==> src/rtl/constraint_sample_gen.sv <==
// ---------------------------------------------------------------------------
// constraint_sample_gen
//
// Generates pseudo-random candidate assignment vectors with a 64-bit xorshift
// PRNG and presents them to an external combinational constraint checker.
// Candidates the checker accepts are delivered on a valid/ready stream;
// rejected candidates are discarded. A run ends with a done_o pulse once
// num_i samples have been delivered, or with a fail_o pulse when MAX_TRIES
// consecutive candidates are rejected for a single sample.
//
// Ports:
//   clk, rst_n      clock, asynchronous active-low reset
//   start_i         begin a run (accepted only while idle)
//   seed_i          PRNG seed, latched on an accepted start (0 maps to 1)
//   num_i           number of samples requested, latched on accepted start
//   cand_o          current candidate, wired to the checker inputs
//   sat_i           checker verdict for cand_o (combinational from cand_o)
//   sample_o        accepted solution
//   sample_valid_o  sample_o valid
//   sample_ready_i  sink ready
//   busy_o          run in progress
//   done_o          one-cycle pulse: all requested samples delivered
//   fail_o          one-cycle pulse: try budget exhausted
//   tries_o         rejections since the last accepted sample
// ---------------------------------------------------------------------------
module constraint_sample_gen #(
    parameter int WIDTH     = 64,
    parameter int CNT_W     = 16,
    parameter int MAX_TRIES = 1024
) (
    input  logic             clk,
    input  logic             rst_n,
    input  logic             start_i,
    input  logic [63:0]      seed_i,
    input  logic [CNT_W-1:0] num_i,
    output logic [WIDTH-1:0] cand_o,
    input  logic             sat_i,
    output logic [WIDTH-1:0] sample_o,
    output logic             sample_valid_o,
    input  logic             sample_ready_i,
    output logic             busy_o,
    output logic             done_o,
    output logic             fail_o,
    output logic [CNT_W-1:0] tries_o
);

    typedef enum logic [2:0] {
        ST_IDLE,
        ST_CHECK,
        ST_HOLD,
        ST_DONE,
        ST_FAIL
    } state_t;

    state_t           r_state;
    state_t           w_next_state;

    logic [63:0]      r_prng;
    logic [CNT_W-1:0] r_num;
    logic [CNT_W-1:0] r_count;
    logic [CNT_W-1:0] r_tries;
    logic [WIDTH-1:0] r_sample;

    logic [63:0]      w_s1;
    logic [63:0]      w_s2;
    logic [63:0]      w_prng_step;
    logic [63:0]      w_seed;
    logic [CNT_W-1:0] w_count_inc;
    logic             w_last_try;

    // xorshift64 step; a zero state would lock up, so a zero seed becomes 1.
    assign w_s1        = r_prng ^ (r_prng << 13);
    assign w_s2        = w_s1 ^ (w_s1 >> 7);
    assign w_prng_step = w_s2 ^ (w_s2 << 17);
    assign w_seed      = (seed_i == 64'd0) ? 64'd1 : seed_i;

    assign w_count_inc = r_count + 1'b1;
    assign w_last_try  = (r_tries == CNT_W'(MAX_TRIES - 1));

    assign cand_o   = r_prng[WIDTH-1:0];
    assign sample_o = r_sample;
    assign tries_o  = r_tries;

    // ---------------------------------------------------------------------
    // State register
    // ---------------------------------------------------------------------
    // NOTE: sequential state is updated with non-blocking assignments so every
    // flop samples the pre-edge values regardless of process ordering.
    always_ff @(posedge clk or negedge rst_n) begin
        if (!rst_n) begin
            r_state <= ST_IDLE;
        end else begin
            r_state <= w_next_state;
        end
    end

    // ---------------------------------------------------------------------
    // Next-state logic
    // ---------------------------------------------------------------------
    // NOTE: the default assignment up front keeps this block free of latches
    // for any branch that does not assign w_next_state.
    always_comb begin
        w_next_state = r_state;
        unique case (r_state)
            ST_IDLE: begin
                if (start_i) begin
                    w_next_state = (num_i == '0) ? ST_DONE : ST_CHECK;
                end
            end
            ST_CHECK: begin
                if (sat_i) begin
                    w_next_state = ST_HOLD;
                end else if (w_last_try) begin
                    w_next_state = ST_FAIL;
                end
            end
            ST_HOLD: begin
                if (sample_ready_i) begin
                    w_next_state = (w_count_inc == r_num) ? ST_DONE : ST_CHECK;
                end
            end
            ST_DONE: w_next_state = ST_IDLE;
            ST_FAIL: w_next_state = ST_IDLE;
            default: w_next_state = ST_IDLE;
        endcase
    end

    // ---------------------------------------------------------------------
    // Outputs decoded from state
    // ---------------------------------------------------------------------
    always_comb begin
        busy_o         = 1'b0;
        sample_valid_o = 1'b0;
        done_o         = 1'b0;
        fail_o         = 1'b0;
        unique case (r_state)
            ST_IDLE:  ;
            ST_CHECK: busy_o = 1'b1;
            ST_HOLD: begin
                busy_o         = 1'b1;
                sample_valid_o = 1'b1;
            end
            ST_DONE: begin
                busy_o = 1'b1;
                done_o = 1'b1;
            end
            ST_FAIL: begin
                busy_o = 1'b1;
                fail_o = 1'b1;
            end
            default: ;
        endcase
    end

    // ---------------------------------------------------------------------
    // Datapath: PRNG, counters, captured sample
    // ---------------------------------------------------------------------
    always_ff @(posedge clk or negedge rst_n) begin
        if (!rst_n) begin
            r_prng   <= '0;
            r_num    <= '0;
            r_count  <= '0;
            r_tries  <= '0;
            r_sample <= '0;
        end else begin
            unique case (r_state)
                ST_IDLE: begin
                    if (start_i) begin
                        r_prng  <= w_seed;
                        r_num   <= num_i;
                        r_count <= '0;
                        r_tries <= '0;
                    end
                end
                ST_CHECK: begin
                    // An accepted candidate freezes the PRNG so cand_o and
                    // sample_o agree until the sink takes the sample. On the
                    // final rejection tries_o is left at MAX_TRIES-1.
                    if (sat_i) begin
                        r_sample <= cand_o;
                    end else if (!w_last_try) begin
                        r_prng  <= w_prng_step;
                        r_tries <= r_tries + 1'b1;
                    end
                end
                ST_HOLD: begin
                    if (sample_ready_i) begin
                        r_count <= w_count_inc;
                        r_tries <= '0;
                        r_prng  <= w_prng_step;
                    end
                end
                default: ;
            endcase
        end
    end

endmodule

==> config.mk <==
export PLATFORM = sky130hd
export DESIGN_NAME = constraint_sample_gen
export DESIGN_NICKNAME = d
export VERILOG_FILES = /design/src/rtl/constraint_sample_gen.sv
export SDC_FILE = /design/constraint.sdc
export NUM_CORES = 1
export LEC_CHECK = 0
export ABC_AREA = 1
export CORE_MARGIN = 1.5
export CORE_UTILIZATION = 40
export CTS_BUF_LIST = sky130_fd_sc_hd__clkbuf_8
export CTS_CLUSTER_SIZE = 40
export DETAILED_ROUTE_END_ITERATION = 6
export GPL_ROUTABILITY_DRIVEN = 0
export PLACE_DENSITY = 0.78
export SKIP_LAST_GASP = 1
export SLEW_MARGIN = 20
export SYNTH_ARGS = -nofsm -noshare
export SYNTH_HDL_FRONTEND = slang
export SYNTH_SLANG_ARGS = --single-unit
export TNS_END_PERCENT = 100
==> constraint.sdc <==
create_clock -name clk -period 2.3 [get_ports clk]
set_input_delay 0.575 -clock clk [delete_from_list [all_inputs] [get_ports clk]]
set_output_delay 0.575 -clock clk [all_outputs]
set_load 0.005 [all_outputs]
Word-level counts from Yosys, hierarchy flattened
Cells that the tools add are included.
{"block": "word_totals", "ff_bits": 179, "in_bits": 85, "out_inout_bits": 148, "word_cells": 57}
{"block": "classes", "addsub": 2, "eq_ne": 11, "mux": 24, "bitwise": 3, "reduce_logical": 11}
{"operator": "64-bit 2-to-1 mux", "n": 5}
{"operator": "64-bit one-hot mux with 3 select lines", "n": 1}
{"operator": "64-bit XOR", "n": 2}
{"operator": "16-bit 2-to-1 mux", "n": 5}
{"operator": "64-bit logical NOT", "n": 1}
{"operator": "64-bit by 57-bit XOR with 64-bit output", "n": 1}
{"operator": "16-bit one-hot mux with 3 select lines", "n": 1}
{"operator": "16-bit by 1-bit adder with 16-bit output, second input constant", "n": 2}
{"operator": "16-bit one-hot mux with 2 select lines", "n": 1}
{"operator": "16-bit by 10-bit == test with 1-bit output, second input constant", "n": 1}
{"operator": "16-bit == test", "n": 1}
{"operator": "16-bit logical NOT", "n": 1}
{"operator": "3-bit 2-to-1 mux", "n": 4}
{"operator": "3-bit one-hot mux with 3 select lines", "n": 1}
{"operator": "2-bit != test, second input constant", "n": 4}
{"operator": "3-bit by 2-bit == test with 1-bit output, second input constant", "n": 2}
{"operator": "3-bit AND reduction", "n": 2}
{"operator": "5-bit AND reduction", "n": 1}
{"operator": "1-bit 2-to-1 mux", "n": 4}
{"operator": "2-bit 2-to-1 mux", "n": 2}
{"operator": "2-bit AND reduction", "n": 2}
{"operator": "4-bit OR reduction", "n": 1}
{"operator": "3-bit by 1-bit == test with 1-bit output, second input constant", "n": 1}
{"operator": "3-bit == test, second input constant", "n": 1}
{"operator": "other kinds (4)", "n": 4}

Depth between registers and ports, before layout
{"block": "logic_depth", "ltp_word": 6, "ltp_mapped": 14, "depth_no_buf": 14}

Worst setup path after synthesis
OpenSTA, ideal clock, no wires.
{"block": "synth_timing", "kind": "flip-flop to flip-flop", "startpoint": "reg r_tries[0], in the netlist tries_o[0]", "endpoint": "reg r_prng[25], in the netlist cand_o[25]", "setup_time_ns": 0.125, "arrival_time_ns": 1.560, "t_required_ns": 2.175, "path_slack_ns": 0.615, "stages_incl_launch_ff": 13, "n_path_buf": 2, "synth_period_minus_slack_ns": 1.685, "path_cell_list": "dfrtp_1 > ha_1 > nand2_1 > inv_1 > nand4_1 > nor3_1 > nand2_1 > nand2_4 > inv_2 > buf_6 > buf_6 > o211ai_2 > o21ai_1"}
{"block": "synth_between", "elab_chain_len": 3}
{"element": "start, declared", "line_no": "61", "source": "logic [CNT_W-1:0] r_tries;"}
{"element": "start signal, assigned", "line_no": "183", "source": "r_tries <= r_tries + 1'b1;"}
{"element": "16-bit by 10-bit == test with 1-bit output", "line_no": "78", "source": "assign w_last_try = (r_tries == CNT_W'(MAX_TRIES - 1));"}
{"element": "2-bit != test (no source line)"}
{"element": "5-bit AND reduction (no source line)"}
{"element": "end signal, assigned", "line_no": "169", "source": "r_prng <= w_seed;"}
{"element": "end signal, assigned", "line_no": "182", "source": "r_prng <= w_prng_step;"}
{"element": "end signal, assigned", "line_no": "190", "source": "r_prng <= w_prng_step;"}
{"element": "end, declared", "line_no": "58", "source": "logic [63:0] r_prng;"}
Every way passes these cells.
A chain may end at the register's enable or synchronous reset.

Worst setup path in the final report
{"block": "layout_timing", "startpoint": "reg r_state[2]", "endpoint": "out done_o"}
{"block": "layout_between", "elab_chain_len": 2}
{"element": "start, declared", "line_no": "55", "source": "state_t r_state;"}
{"element": "start signal, assigned", "line_no": "93", "source": "r_state <= w_next_state;"}
{"element": "3-bit by 2-bit == test with 1-bit output", "line_no": "136", "source": "unique case (r_state)"}
{"element": "1-bit 2-to-1 mux", "line_no": "136"}
{"element": "end, declared", "line_no": "42", "source": "output logic done_o,"}
Every way passes these cells.

==> run_results.csv <==
group,metric,value,unit
yosys,synthesis.area,0.00987,mm^2
drt,drt-wirelength-per-cell,18.4,um
layout,area_delta_synth_final,33.3,%
layout,fin_util,54.3,%
drt,totalWireLength,32400,um
sta,final.period_utilization,100,%
yosys,synthMostInstantiatedCell,"nand2_1",
sta,hold_violations,0,
worst_setup_path,critical_path.cell_chain,"inv_2 > nand2_1 > nor2_2 > clkdlybuf4s50_1",
pwr,share_of_total_power_consumed_by_net_switching,47.0,%
clock_tree,clock_sink_count,179,
placement,port_buffers,232,
clock_tree,clkSlewWorstSetupHoldPaths,0.10,ns
sta,timing.final.crit_period,2.31,ns
yosys,syn-instance-count,1182,
floorplanning,io_pins,233,
yosys,synth_top_area_share,45.4,%
sta,clock.fmax,0.433,GHz
placement,placed_cells_incl_taps,1717,
clock_tree,worst_skew_pair.late_latency,0.49,ns
clock_tree,numCtsBuffers,17,
worst_setup_path,critPathLaunch,"r_state[2]$_DFFE_PN0P_",
yosys,yosys-top-cells-area,"dfrtp_1 (45%), xnor2_1 (10%), nand2_1 (9.1%), o21ai_0 (5.6%), inv_1 (4.8%)",
yosys,synth_area_per_cell,8.35,um^2
run_status,outcome,"complete, but fails checks",
worst_setup_path,crit_required,1.73,ns
pwr,power.static_leakage,5.61,nW
floorplanning,floorplan.die.width,160,um
yosys,post-synth-top-area-cell,"dfrtp_1",
pwr,power_frac_comb,64.8,%
worst_setup_path,cp-start-kind,"flip-flop",
clock_tree,clk_root_buffer_cell,"clkbuf_8",
sta,timing.final.setup_violations,1,
grt,global_route_wire_length_before_repair,50800,um
floorplanning,area_of_the_core,0.0242,mm^2
grt,first_global_vias,9069,
drt,ant_nets,0,
sta,timing.final.max_slew_violations,0,
placement,pre_cts_ws,-0.00603,ns
floorplanning,fp-row-count,57,
worst_setup_path,worst_setup_path_end_kind,"primary output",
yosys,netlist-cell-type-count,44,
worst_setup_path,reg2reg_from,"r_state[0]$_DFFE_PN0P_",
pwr,seq_power_share,25.2,%
layout,final_nets,1507,
pwr,pint,0.0128,W
floorplanning,die-area,0.0256,mm^2
sta,slew_at_the_pin_closest_to_its_max_slew_limit,0.590,ns
pwr,share_clk_of_total_power,10.0,%
pwr,power_density,1830,mW/mm^2
layout,final_design_area_no_fill,0.0132,mm^2
pwr,power.switching,0.0113,W
drt,drcViolationCount,0,
yosys,synth_top_flop_cell,"dfrtp_1",
worst_setup_path,timing.critical_path.slowest_stage_cell,"clkdlybuf4s50_1",
worst_setup_path,largest_fanout_of_any_net_on_the_critical_path,5,
floorplanning,die_h,160,um
yosys,synth_edf_count,0,
layout,n_fill_cell,2166,
yosys,synth_seq_cells,179,
yosys,synth-seq-area-share,45.4,%
yosys,yosys_warnings,0,
sta,layout_setup_ws,-0.0107,ns
placement,postPlaceCellArea,0.0126,mm^2
run,drv_cap,0,
worst_setup_path,setup.worst_path.class,"flip-flop to primary output",
drt,drt_iter0_drc,921,
layout,final_layout_size_suffix_gt1_share,6.98,%
grt,largest_net_degree_at_the_start_of_global_routing,127,
pwr,vdd.ir_drop.worst,0.000918,V
yosys,synth-async-reset-ratio,100,%
drt,vias,9347,
worst_setup_path,worst_ep_arrival_time,1.74,ns
sta,finClkSkew,0.0156,ns
worst_setup_path,critical-path-max-stage-delay,0.51,ns
sta,timing.slew.headroom,60.7,%
run_status,failed_checks,"negative setup slack",
drt,vias_per_cell,5.31,
clock_tree,cts_tree,"yes",
yosys,synth_top_cells_by_count,"nand2_1 (240), dfrtp_1 (179), inv_1 (125), xnor2_1 (116), o21ai_0 (111)",
grt,globalRouteTotalUtil,25.5,%
worst_setup_path,cp_top_family,"buffers and inverters",
clock_tree,cts-htree-levels,4,
sta,rsz0062_at_grt,"true",
sta,holdWs,0.490,ns
floorplanning,initial_utilization,40.7,%
hold_path,hold_path_class,"flip-flop to flip-flop",
yosys,synth_fp_nets,1269,
worst_setup_path,critical_path_buf_inv_count,2,
clock_tree,clock_tree.buffer_depth,2,
grt,gr-total-overflow,0,
grt,antenna_found_initial,2,
hold_path,hold_start,"sample_o[0]$_DFFE_PN0P_",
drt,drt_pre_antenna_iters,5,
placement,post_detail_place_hpwl,24800,um
layout,cell_count_final_fillers_out,1759,
-- final timing paths --
check	endpoint	slack [ns]	depth (start not counted)
setup / recovery	done_o	-0.01	4
hold / removal	sample_o[0]$_DFFE_PN0P_	0.49	2
setup reg to reg	tries_o[9]$_DFFE_PN0P_	0.20	11
hold reg to reg	sample_o[0]$_DFFE_PN0P_	0.49	2
max in group asynchronous	sample_o[17]$_DFFE_PN0P_	1.06	3
min in group asynchronous	cand_o[52]$_DFFE_PN0P_	0.56	2
-- logic make-up (layout without fill, tap and decap cells) --
group	count (synthesis)	count (layout)	share of synthesized area (%)
flip-flops	179	179	45.4
buffers and inverters	176	427	7.29
adder cells (fa/ha/maj)	2	2	0.253
other	0	2	0
AND/OR/NAND/NOR	403	403	17.7
AO/OA/AOI/OAI	266	266	15.2
XOR/XNOR	152	152	13.8
multiplexers	4	4	0.456
-- layer usage --
metal	vias to the layer above	share of wire [%]	wire, um	GRT usage (%)
met4	0	3.3	1080	11.8
met2	446	45	14400	38.4
met1	4464	43	13900	34.1
met3	76	9.3	3010	7.19
li1	4361	-	-	-
met5	-	0	0	0
-- placed cells by master, fill, tap and decap left out, types with 7 or more instances in the layout --
master | netlist | routed
a21oi_1 | 42 | 42
a22oi_1 | 13 | 13
buf_12 | 0 | 7
buf_4 | 1 | 24
clkbuf_8 | 0 | 17
clkdlybuf4s50_1 | 0 | 229
dfrtp_1 | 179 | 178
inv_1 | 125 | 124
nand2_1 | 240 | 240
nand3_1 | 39 | 39
nand3b_1 | 9 | 9
nand4_1 | 18 | 18
nor2_1 | 61 | 59
nor2_2 | 7 | 7
nor4_1 | 12 | 12
o211ai_1 | 21 | 21
o21ai_0 | 111 | 111
o21ai_1 | 55 | 55
o22ai_1 | 8 | 8
xnor2_1 | 116 | 116
xor2_1 | 34 | 34
-- stage by stage --
stage               power (W)  setup TNS (ns)
floorplan              0.0156               0
global placement       0.0210               0
detailed placement     0.0213        -0.00771
CTS                    0.0239        -0.00113
global route           0.0258          -0.150
finish                 0.0241         -0.0107
-- worst min-delay path, delay by kind of cell (launching register included) --
family | cells | cell delay, ns
flops | 1 | 0.36
simple gates | 2 | 0.11
-- final cells by class --
| class | instances | area (um^2) | area share, % |
|---|---|---|---|
| clock buffer | 17 | 234 | 1.78 |
| multi-input combinational | 827 | 4700 | 35.7 |
| clock inverter | 15 | 194 | 1.47 |
| antenna | 2 | 5.00 | 0.0380 |
| sequential | 179 | 4480 | 34.0 |
| tap | 324 | 405 | 3.08 |
| timing repair buffer | 264 | 2650 | 20.1 |
| inverter | 131 | 494 | 3.75 |
-- power by group through the flow --
| stage | Sequential [W] | Combinational [W] | Clock [W] |
|---|---|---|---|
| finish | 0.00607 | 0.0156 | 0.00240 |
| global route | 0.00619 | 0.0170 | 0.00254 |
| CTS | 0.00602 | 0.0154 | 0.00243 |
| detailed placement | 0.00608 | 0.0152 | 0 |
| global placement | 0.00605 | 0.0149 | 0 |
| floorplan | 0.00569 | 0.00996 | 0 |
-- sequential cells by signal, indices dropped and copies added (netlist names) --
register,count
r_count,16
tries_o,16
r_state,3
r_num,16
sample_o,64
cand_o,64
-- repair_timing --
item | in CTS | in global routing
pin swaps | 1 | 1
hold buffers | 1 | 0
setup buffers | 6 | 1
endpoints found under the setup margin | 4 | 16
resized for setup | 7 | 5
endpoints found under the hold margin | 17 | 0
Power figures use the tool's default switching activity.
